<file path="config.mk">
export PLATFORM = sky130hd
export DESIGN_NAME = cic_output_stage
export DESIGN_NICKNAME = d
export VERILOG_FILES = /design/src/rtl/cic_output_stage.sv
export SDC_FILE = /design/constraint.sdc
export NUM_CORES = 1
export LEC_CHECK = 0
export CORE_ASPECT_RATIO = 1.1
export CORE_MARGIN = 8
export CORE_UTILIZATION = 61
export DETAILED_ROUTE_END_ITERATION = 8
export GPL_ROUTABILITY_DRIVEN = 0
export PLACE_DENSITY = 0.85
export RECOVER_POWER = 50
export SETUP_SLACK_MARGIN = 0.02
export SLEW_MARGIN = 20
export SYNTH_ARGS = -nofsm -noshare
export SYNTH_HDL_FRONTEND = slang
export SYNTH_SLANG_ARGS = --single-unit
</file>
<file path="constraint.sdc">
create_clock -name clk -period 3.4 [get_ports clk]
set_input_delay 0.51 -clock clk [delete_from_list [all_inputs] [get_ports clk]]
set_output_delay 0.51 -clock clk [all_outputs]
set_load 0.05 [all_outputs]
</file>
<file path="src/rtl/cic_output_stage.sv">
// Output stage behind the CIC decimator: strobe edge detect, round/shift/saturate
// gain compensation, and a first-word fall-through FIFO on a valid/ready stream.
module cic_output_stage #(
    parameter int Y_WIDTH   = 12,
    parameter int OUT_WIDTH = 12,
    parameter int SHIFT     = 4,
    parameter int DEPTH     = 8
) (
    input  logic                         clk,
    input  logic                         rst_n,
    input  logic                         enabled,
    input  logic                         strobe_in,
    input  logic [Y_WIDTH-1:0]           y_in,
    output logic [OUT_WIDTH-1:0]         m_data,
    output logic                         m_valid,
    input  logic                         m_ready,
    output logic [$clog2(DEPTH):0]       level,
    output logic                         overflow,
    output logic [15:0]                  drop_count,
    input  logic                         clear_overflow
);

    localparam int PTR_W = $clog2(DEPTH);
    localparam int LVL_W = PTR_W + 1;
    localparam int RW    = Y_WIDTH + 1;

    // Half an output LSB; evaluates to zero when SHIFT is 0.
    localparam logic signed [RW-1:0] ROUND = RW'((2 ** SHIFT) / 2);

    // ------------------------------------------------------------------
    // State
    // ------------------------------------------------------------------
    logic                   strobe_q,     strobe_d;
    logic                   s1_valid_q,   s1_valid_d;
    logic [Y_WIDTH-1:0]     s1_data_q,    s1_data_d;
    logic [PTR_W-1:0]       wr_ptr_q,     wr_ptr_d;
    logic [PTR_W-1:0]       rd_ptr_q,     rd_ptr_d;
    logic [LVL_W-1:0]       level_q,      level_d;
    logic                   overflow_q,   overflow_d;
    logic [15:0]            drop_count_q, drop_count_d;
    logic [OUT_WIDTH-1:0]   mem_q [DEPTH];

    logic                   capture;
    logic                   pop;
    logic                   full;
    logic                   wr_en;
    logic                   drop;
    logic [15:0]            drop_base;

    logic signed [RW-1:0]        t_s2;
    logic signed [RW-1:0]        r_s2;
    logic signed [OUT_WIDTH-1:0] comp_s2;

    // ------------------------------------------------------------------
    // Gain compensation, combinational from the stage-1 register
    // ------------------------------------------------------------------
    assign t_s2 = {s1_data_q[Y_WIDTH-1], s1_data_q} + ROUND;
    assign r_s2 = t_s2 >>> SHIFT;

    generate
        if (OUT_WIDTH >= RW) begin : g_extend
            assign comp_s2 = OUT_WIDTH'(r_s2);
        end else begin : g_saturate
            localparam logic signed [RW-1:0] MAX_R = RW'((2 ** (OUT_WIDTH - 1)) - 1);
            localparam logic signed [RW-1:0] MIN_R = ~MAX_R;

            always_comb begin
                comp_s2 = r_s2[OUT_WIDTH-1:0];
                if (r_s2 > MAX_R) begin
                    comp_s2 = MAX_R[OUT_WIDTH-1:0];
                end else if (r_s2 < MIN_R) begin
                    comp_s2 = MIN_R[OUT_WIDTH-1:0];
                end
            end
        end
    endgenerate

    // ------------------------------------------------------------------
    // Control
    // ------------------------------------------------------------------
    assign capture = strobe_in & ~strobe_q & enabled;
    assign m_valid = (level_q != '0);
    assign pop     = m_valid & m_ready;
    assign full    = (level_q == LVL_W'(DEPTH));
    // A full FIFO still accepts the write when a pop frees the head slot.
    assign wr_en   = s1_valid_q & (~full | pop);
    assign drop    = s1_valid_q & full & ~pop;

    always_comb begin
        strobe_d     = strobe_in;
        s1_valid_d   = capture;
        s1_data_d    = s1_data_q;
        wr_ptr_d     = wr_ptr_q;
        rd_ptr_d     = rd_ptr_q;
        level_d      = level_q + LVL_W'(wr_en) - LVL_W'(pop);
        overflow_d   = overflow_q;
        drop_count_d = drop_count_q;
        drop_base    = drop_count_q;

        if (capture) begin
            s1_data_d = y_in;
        end
        if (wr_en) begin
            wr_ptr_d = wr_ptr_q + PTR_W'(1);
        end
        if (pop) begin
            rd_ptr_d = rd_ptr_q + PTR_W'(1);
        end

        // A drop coinciding with a clear leaves exactly one drop recorded.
        if (clear_overflow) begin
            overflow_d = 1'b0;
            drop_base  = '0;
        end
        drop_count_d = drop_base;
        if (drop) begin
            overflow_d = 1'b1;
            if (drop_base != 16'hFFFF) begin
                drop_count_d = drop_base + 16'd1;
            end
        end
    end

    always_ff @(posedge clk) begin
        if (!rst_n) begin
            strobe_q     <= 1'b0;
            s1_valid_q   <= 1'b0;
            s1_data_q    <= '0;
            wr_ptr_q     <= '0;
            rd_ptr_q     <= '0;
            level_q      <= '0;
            overflow_q   <= 1'b0;
            drop_count_q <= '0;
        end else begin
            strobe_q     <= strobe_d;
            s1_valid_q   <= s1_valid_d;
            s1_data_q    <= s1_data_d;
            wr_ptr_q     <= wr_ptr_d;
            rd_ptr_q     <= rd_ptr_d;
            level_q      <= level_d;
            overflow_q   <= overflow_d;
            drop_count_q <= drop_count_d;
        end
    end

    // Storage needs no reset: level gates every read of it.
    always_ff @(posedge clk) begin
        if (wr_en) begin
            mem_q[wr_ptr_q] <= comp_s2;
        end
    end

    // ------------------------------------------------------------------
    // Outputs
    // ------------------------------------------------------------------
    assign m_data     = m_valid ? mem_q[rd_ptr_q] : '0;
    assign level      = level_q;
    assign overflow   = overflow_q;
    assign drop_count = drop_count_q;

endmodule
</file>
==> impl_metrics.csv <==
group,metric,value,unit
routing,wirelength,10.8,mm
critical_path,cp.required,2.89,ns
logic_synthesis,yosys.area.top_type,"edfxtp_1",
die,die_h,112,um
sta,slew_headroom,41.4,%
placed_design,portBuffers,48,
logic_synthesis,synth_fp_nets,399,
grt,grt.overflow.total,0,
clock_tree,clkSinkCount,121,
sta,finalMaxSlewViolations,0,
logic_synthesis,netlist_instances,370,
critical_path,crit_type,"reg2out",
sta,final-hold-violation-count,0,
power_and_ir_drop,peakVddDrop,0.527,mV
die,ioPinCount,52,
critical_path,cpPeakStageDelay,0.74,ns
sta,fmax,0.310,GHz
grt,grt_usage,19.6,%
run,max-cap-violations,0,
grt,grt_pass1_wl,17.6,mm
run_status,outcome,"finished, final reports clean",
final_layout,syn2layout_area_growth,24.4,%
routing,via_per_inst,5.75,
clock_tree,cts_root_buf,"clkbuf_8",
logic_synthesis,ys_seq_elements,121,
routing,post-route-drc-count,0,
grt,grt_pass1_vias,3473,
critical_path,path_max_fanout,20,
critical_path,critical_path.cell_chain,"buf_4 -> mux4_2 -> mux2i_1 -> nor2_1 -> clkdlybuf4s50_1",
die,core,0.00828,mm2
logic_synthesis,netlist.area_leader.share,46.6,%
grt,antenna_found_initial,0,
logic_synthesis,synthDistinctLibCells,49,
die,start_util,62.3,%
routing,drtPass1Iterations,5,
die,die_w,104,um
logic_synthesis,synth_edf_count,80,
hold_path,min_path_type,"reg2reg",
logic_synthesis,async_flop_share,0,%
final_layout,multi_input_area,0.00178,mm2
grt,grt_max_degree,30,
critical_path,crit_path_end_kind,"output pin",
final_layout,drive_above_1_share,16.0,%
final_layout,finalNonFillerCells,556,
sta,setup_tns,0,ns
placed_design,hpwl,6.85,mm
routing,ant_nets,0,
final_layout,regArea,0.00322,mm2
final_layout,antenna_cells,0,
routing,vias,3197,
final_layout,nFillCells,466,
routing,post_drt_wl_per_cell,19.5,um
clock_tree,cts_resized,0,
clock_tree,clkTransAtPathRegs,0.06,ns
critical_path,critPathSlowestCell,"clkdlybuf4s50_1",
clock_tree,cts_tree,"built",
clock_tree,ctsHoldBuffers,0,
clock_tree,cts_buffers,17,
sta,clock_skew,0.00823,ns
die,dieArea,0.0116,mm2
sta,tightest_slew,0.872,ns
final_layout,final_nets,461,
critical_path,cp.arrival,2.71,ns
clock_tree,post-cts-setup-buffers,0,
logic_synthesis,yosys_warnings,0,
logic_synthesis,syn_area,0.00515,mm2
power_and_ir_drop,power_density,770,mW/mm2
critical_path,cp-start-kind,"flop",
logic_synthesis,synth_common_cells,"80 x edfxtp_1, 44 x nor2_1, 41 x dfxtp_1, 20 x mux2i_1, 20 x mux4_2",
logic_synthesis,ys_top_cells_by_area,"edfxtp_1 47%, dfxtp_1 16%, mux4_2 8.7%",
sta,finalCritPeriodShare,94.8,%
placed_design,dp_cells,524,
clock_tree,h-tree-depth,4,
power_and_ir_drop,power.leakage,2.25,nW
logic_synthesis,synth.most_common_cell,"edfxtp_1",
sta,setup_viol,0,
logic_synthesis,yosysSeqAreaShare,62.6,%
logic_synthesis,synthFlopType,"edfxtp_1",
clock_tree,clk_path_buf_depth,2,
clock_tree,clock_latency,0.52,ns
routing,first_iter_violations,163,
sta,fin_crit,3.22,ns
die,rows,35,
logic_synthesis,avgSynthCellArea,13.9,um2
sta,rsz0062_at_grt,"no",
-- sequential cells by signal, indices dropped and copies added, names as in the netlist, named ones only --
| name | cells |
|---|---|
| drop_count | 16 |
| level | 4 |
| mem_q | 80 |
| overflow | 1 |
| rd_ptr_q | 3 |
| s1_data_q | 9 |
| s1_valid_q | 1 |
| strobe_q | 1 |
| wr_ptr_q | 3 |
-- final cells by class --
| cell class | instances | share of cell area (%) |
|---|---|---|
| clock buffer | 17 | 6.46 |
| multi-input combinational | 215 | 27.7 |
| clock inverter | 15 | 3.71 |
| sequential | 121 | 50.3 |
| timing repair buffer | 58 | 8.55 |
| tap | 111 | 2.17 |
| inverter | 19 | 1.11 |
-- worst paths after layout --
check        slack (ns)               endpoint  depth (start not counted)                  start
min                0.49  overflow$_SDFFE_PN0P_                          2  overflow$_SDFFE_PN0P_
max reg2reg        0.53    level[2]$_SDFF_PN0_                         12    level[1]$_SDFF_PN0_
max                0.18              m_data[7]                          5                   flop
min reg2reg        0.49  overflow$_SDFFE_PN0P_                          2  overflow$_SDFFE_PN0P_
-- worst max-delay path, delay by kind of cell, from the launching register on --
| kind | cells | cell delay, ns |
|---|---|---|
| AND/OR/NAND/NOR | 1 | 0.06 |
| multiplexers | 2 | 0.72 |
| buffers and inverters | 2 | 1.10 |
| flip-flops | 1 | 0.31 |
-- metrics by stage --
stage | area (um2) | power (W) | util, % | worst slack (ns) | hold WS (ns)
3_5_place_dp | 5770 | 0.00302 | 69.7 | 0.454 | 0.485
4_1_cts | 6420 | 0.00498 | 77.6 | 0.0928 | 0.507
6_report | 6410 | 0.00493 | 77.5 | 0.176 | 0.495
3_3_place_gp | 5770 | 0.00299 | 69.7 | 0.491 | 0.466
5_1_grt | 6410 | 0.00512 | 77.5 | 0.0280 | 0.527
2_1_floorplan | 5150 | 0.00267 | - | 0.504 | 0.454
-- layout by cell type (no fill, tap or decap), types with 5 or more instances in the layout --
cell type	n
edfxtp_1	80
nand3_1	11
xor2_1	6
nand2b_1	5
bufinv_16	5
inv_6	5
nor2b_1	5
clkdlybuf4s50_1	42
mux4_2	20
inv_1	19
ha_1	10
dfxtp_1	41
mux2i_1	20
a21oi_1	10
nand2_1	14
buf_4	10
clkbuf_16	16
xnor2_1	13
nor2_1	44
nor3_1	6
-- report_power, final --
group          switching (W)  internal (W)
Sequential         0.0000409       0.00162
Combinational       0.000817      0.000500
Clock               0.000675       0.00128
-- kinds of logic (layout without fill, tap and decap cells) --
| group | count (synthesis) | count (layout) | share of synthesized area [%] |
|---|---|---|---|
| buffers and inverters | 34 | 109 | 2.84 |
| multiplexers | 40 | 40 | 12.6 |
| adder cells (fa/ha/maj) | 11 | 11 | 2.82 |
| AND/OR/NAND/NOR | 113 | 113 | 11.3 |
| XOR/XNOR | 19 | 19 | 3.23 |
| flip-flops | 121 | 121 | 62.6 |
| AO/OA/AOI/OAI | 32 | 32 | 4.61 |
-- routing by layer --
layer / wire [um] / part of all wire (%) / global-route usage, %
met5: 0 / 0 / 0
met4: 139 / 1.3 / 8.63
met3: 608 / 5.6 / 6.13
met2: 5910 / 55 / 36.0
met1: 4170 / 38 / 19.9
(Power assumes the default switching activity.)
==> edit: new RTL, same flow settings <==
Change the parameter `Y_WIDTH` from 12 to 24.
--- a/src/rtl/cic_output_stage.sv
+++ b/src/rtl/cic_output_stage.sv
@@ -2,5 +2,5 @@
 // gain compensation, and a first-word fall-through FIFO on a valid/ready stream.
 module cic_output_stage #(
-    parameter int Y_WIDTH   = 12,
+    parameter int Y_WIDTH   = 24,
     parameter int OUT_WIDTH = 12,
     parameter int SHIFT     = 4,
Ports: changed (resized y_in); port bits go from 52 to 64. No check against the original RTL was run, so the function may have changed too.
==> edit against the unedited design <==
- first-iteration DRC count grew 73%
- worst setup slack gained 0.39 ns
- synthesized area grew 31%
- wire length grew 34%
- largest cell class unchanged
- power grew 10%
- sequential cell count grew 28
- final area grew 26%
- utilization shrank 3.3 points
- highest routed layer unchanged
==> edit: results (changes against the unedited design) <==
{| class="wikitable"
! Metric !! Value
|-
| Number of vias in the routed layout || 4,476 (was 3,197)
|-
| First-pass iteration count of the detailed router || 4 (was 5)
|-
| Quantity of I/O buffers inserted on ports || 60 (was 48)
|-
| Total cell area at the placement stage || 7530 µm² (was 5770 µm²)
|-
| Slew Limit Headroom || 39.8% (was 41.4%)
|-
| Data arrival at the endpoint of the critical path || 2.33 ns (was 2.71 ns)
|-
| Result of the run || complete, no violations (unchanged)
|-
| Number of filler instances in the final layout || 706 (was 466)
|-
| Detailed placement HPWL || 9.52 mm (was 6.85 mm)
|-
| Pin count of the biggest net entering global routing || 25 (was 30)
|-
| Most frequent cells after synthesis || edfxtp_1, nand2_1, dfxtp_1 (was edfxtp_1, nor2_1, dfxtp_1)
|-
| Clock root buffer master || clkbuf_16 (was clkbuf_8)
|-
| Vias in the first global route || 4,697 (was 3,473)
|-
| Nets || 637 (was 461)
|-
| Clk_lat worst skew || 0.42 ns (was 0.52 ns)
|-
| Reg-to-reg startpoint || s1_data_q[7] (was level[1])
|-
| Number of flip-flops in the largest register || 96 (was 80)
|-
| Switching power || 1.78 mW (was 1.53 mW)
|-
| Cell types occupying the most area after synthesis || edfxtp_1, dfxtp_1, mux4_2, nand2_1, a21boi_0 (was edfxtp_1, dfxtp_1, mux4_2, mux2i_1, nor2_1)
|-
| Maximum operating frequency || 352 MHz (was 310 MHz)
|-
| Maximum resistive drop on vdd || 0.392 mV (was 0.527 mV)
|-
| Distinct cell type count of the synthesized netlist || 53 (was 49)
|-
| Post-Synthesis Net Count || 571 (was 399)
|-
| R2R depth || 6 (was 12)
|-
| Sequential group share of total power || 38.8% (was 33.6%)
|-
| Synthesized netlist cell count || 530 (was 370)
|-
| Hold slack final || 0.498 ns (was 0.495 ns)
|-
| Wire length of the first global-routing pass || 23.9 mm (was 17.6 mm)
|-
| Critical path endpoint || m_valid (was m_data[7])
|-
| P_leak || 2.81 nW (was 2.25 nW)
|-
| Final Skew || 0.00924 ns (was 0.00823 ns)
|-
| Internal power || 3.66 mW (was 3.40 mW)
|-
| Placed cells || 724 (was 524)
|-
| Fraction of the yosys area taken by sequential cells || 58.2% (was 62.6%)
|-
| Clock group power || 1.79 mW (was 1.96 mW)
|-
| Pre-CTS WS || 0.539 ns (was 0.454 ns)
|-
| Critical path peak fanout || 13 (was 20)
|}
edit: critical path, stage by stage (launching register included):
cell             delay, ns
dfxtp_1               0.35
inv_1                 0.09
ha_1                  0.22
and2_1                0.14
buf_4                 0.19
inv_1                 0.12
clkdlybuf4s50_1       0.82
edit: cell families after synthesis:
group,Yosys count,share of synthesized area (%)
DFF,149,58.2
muxes,39,10.2
AOI/OAI and AO/OA,67,7.35
and+or+nand+nor,194,15.9
buffers and inverters,40,2.35
adders and majority gates,11,2.14
xor gates and xnor gates,30,3.88
edit: final cells by class:
type / instances / area (µm²) / area share [%]
Sequential cell: 149 / 3940 / 49.0
Multi-Input combinational cell: 341 / 2660 / 33.1
Timing Repair Buffer: 75 / 649 / 8.06
Clock buffer: 18 / 429 / 5.33
Tap cell: 147 / 184 / 2.28
Clock inverter: 14 / 141 / 1.75
Inverter: 12 / 45.0 / 0.559
edit: metal layers:
metal	global-route usage (%)	part of all wire [%]
met3	4.27	5.2
met2	37.0	53
met1	24.1	41
met5	0	0
met4	8.79	1.3
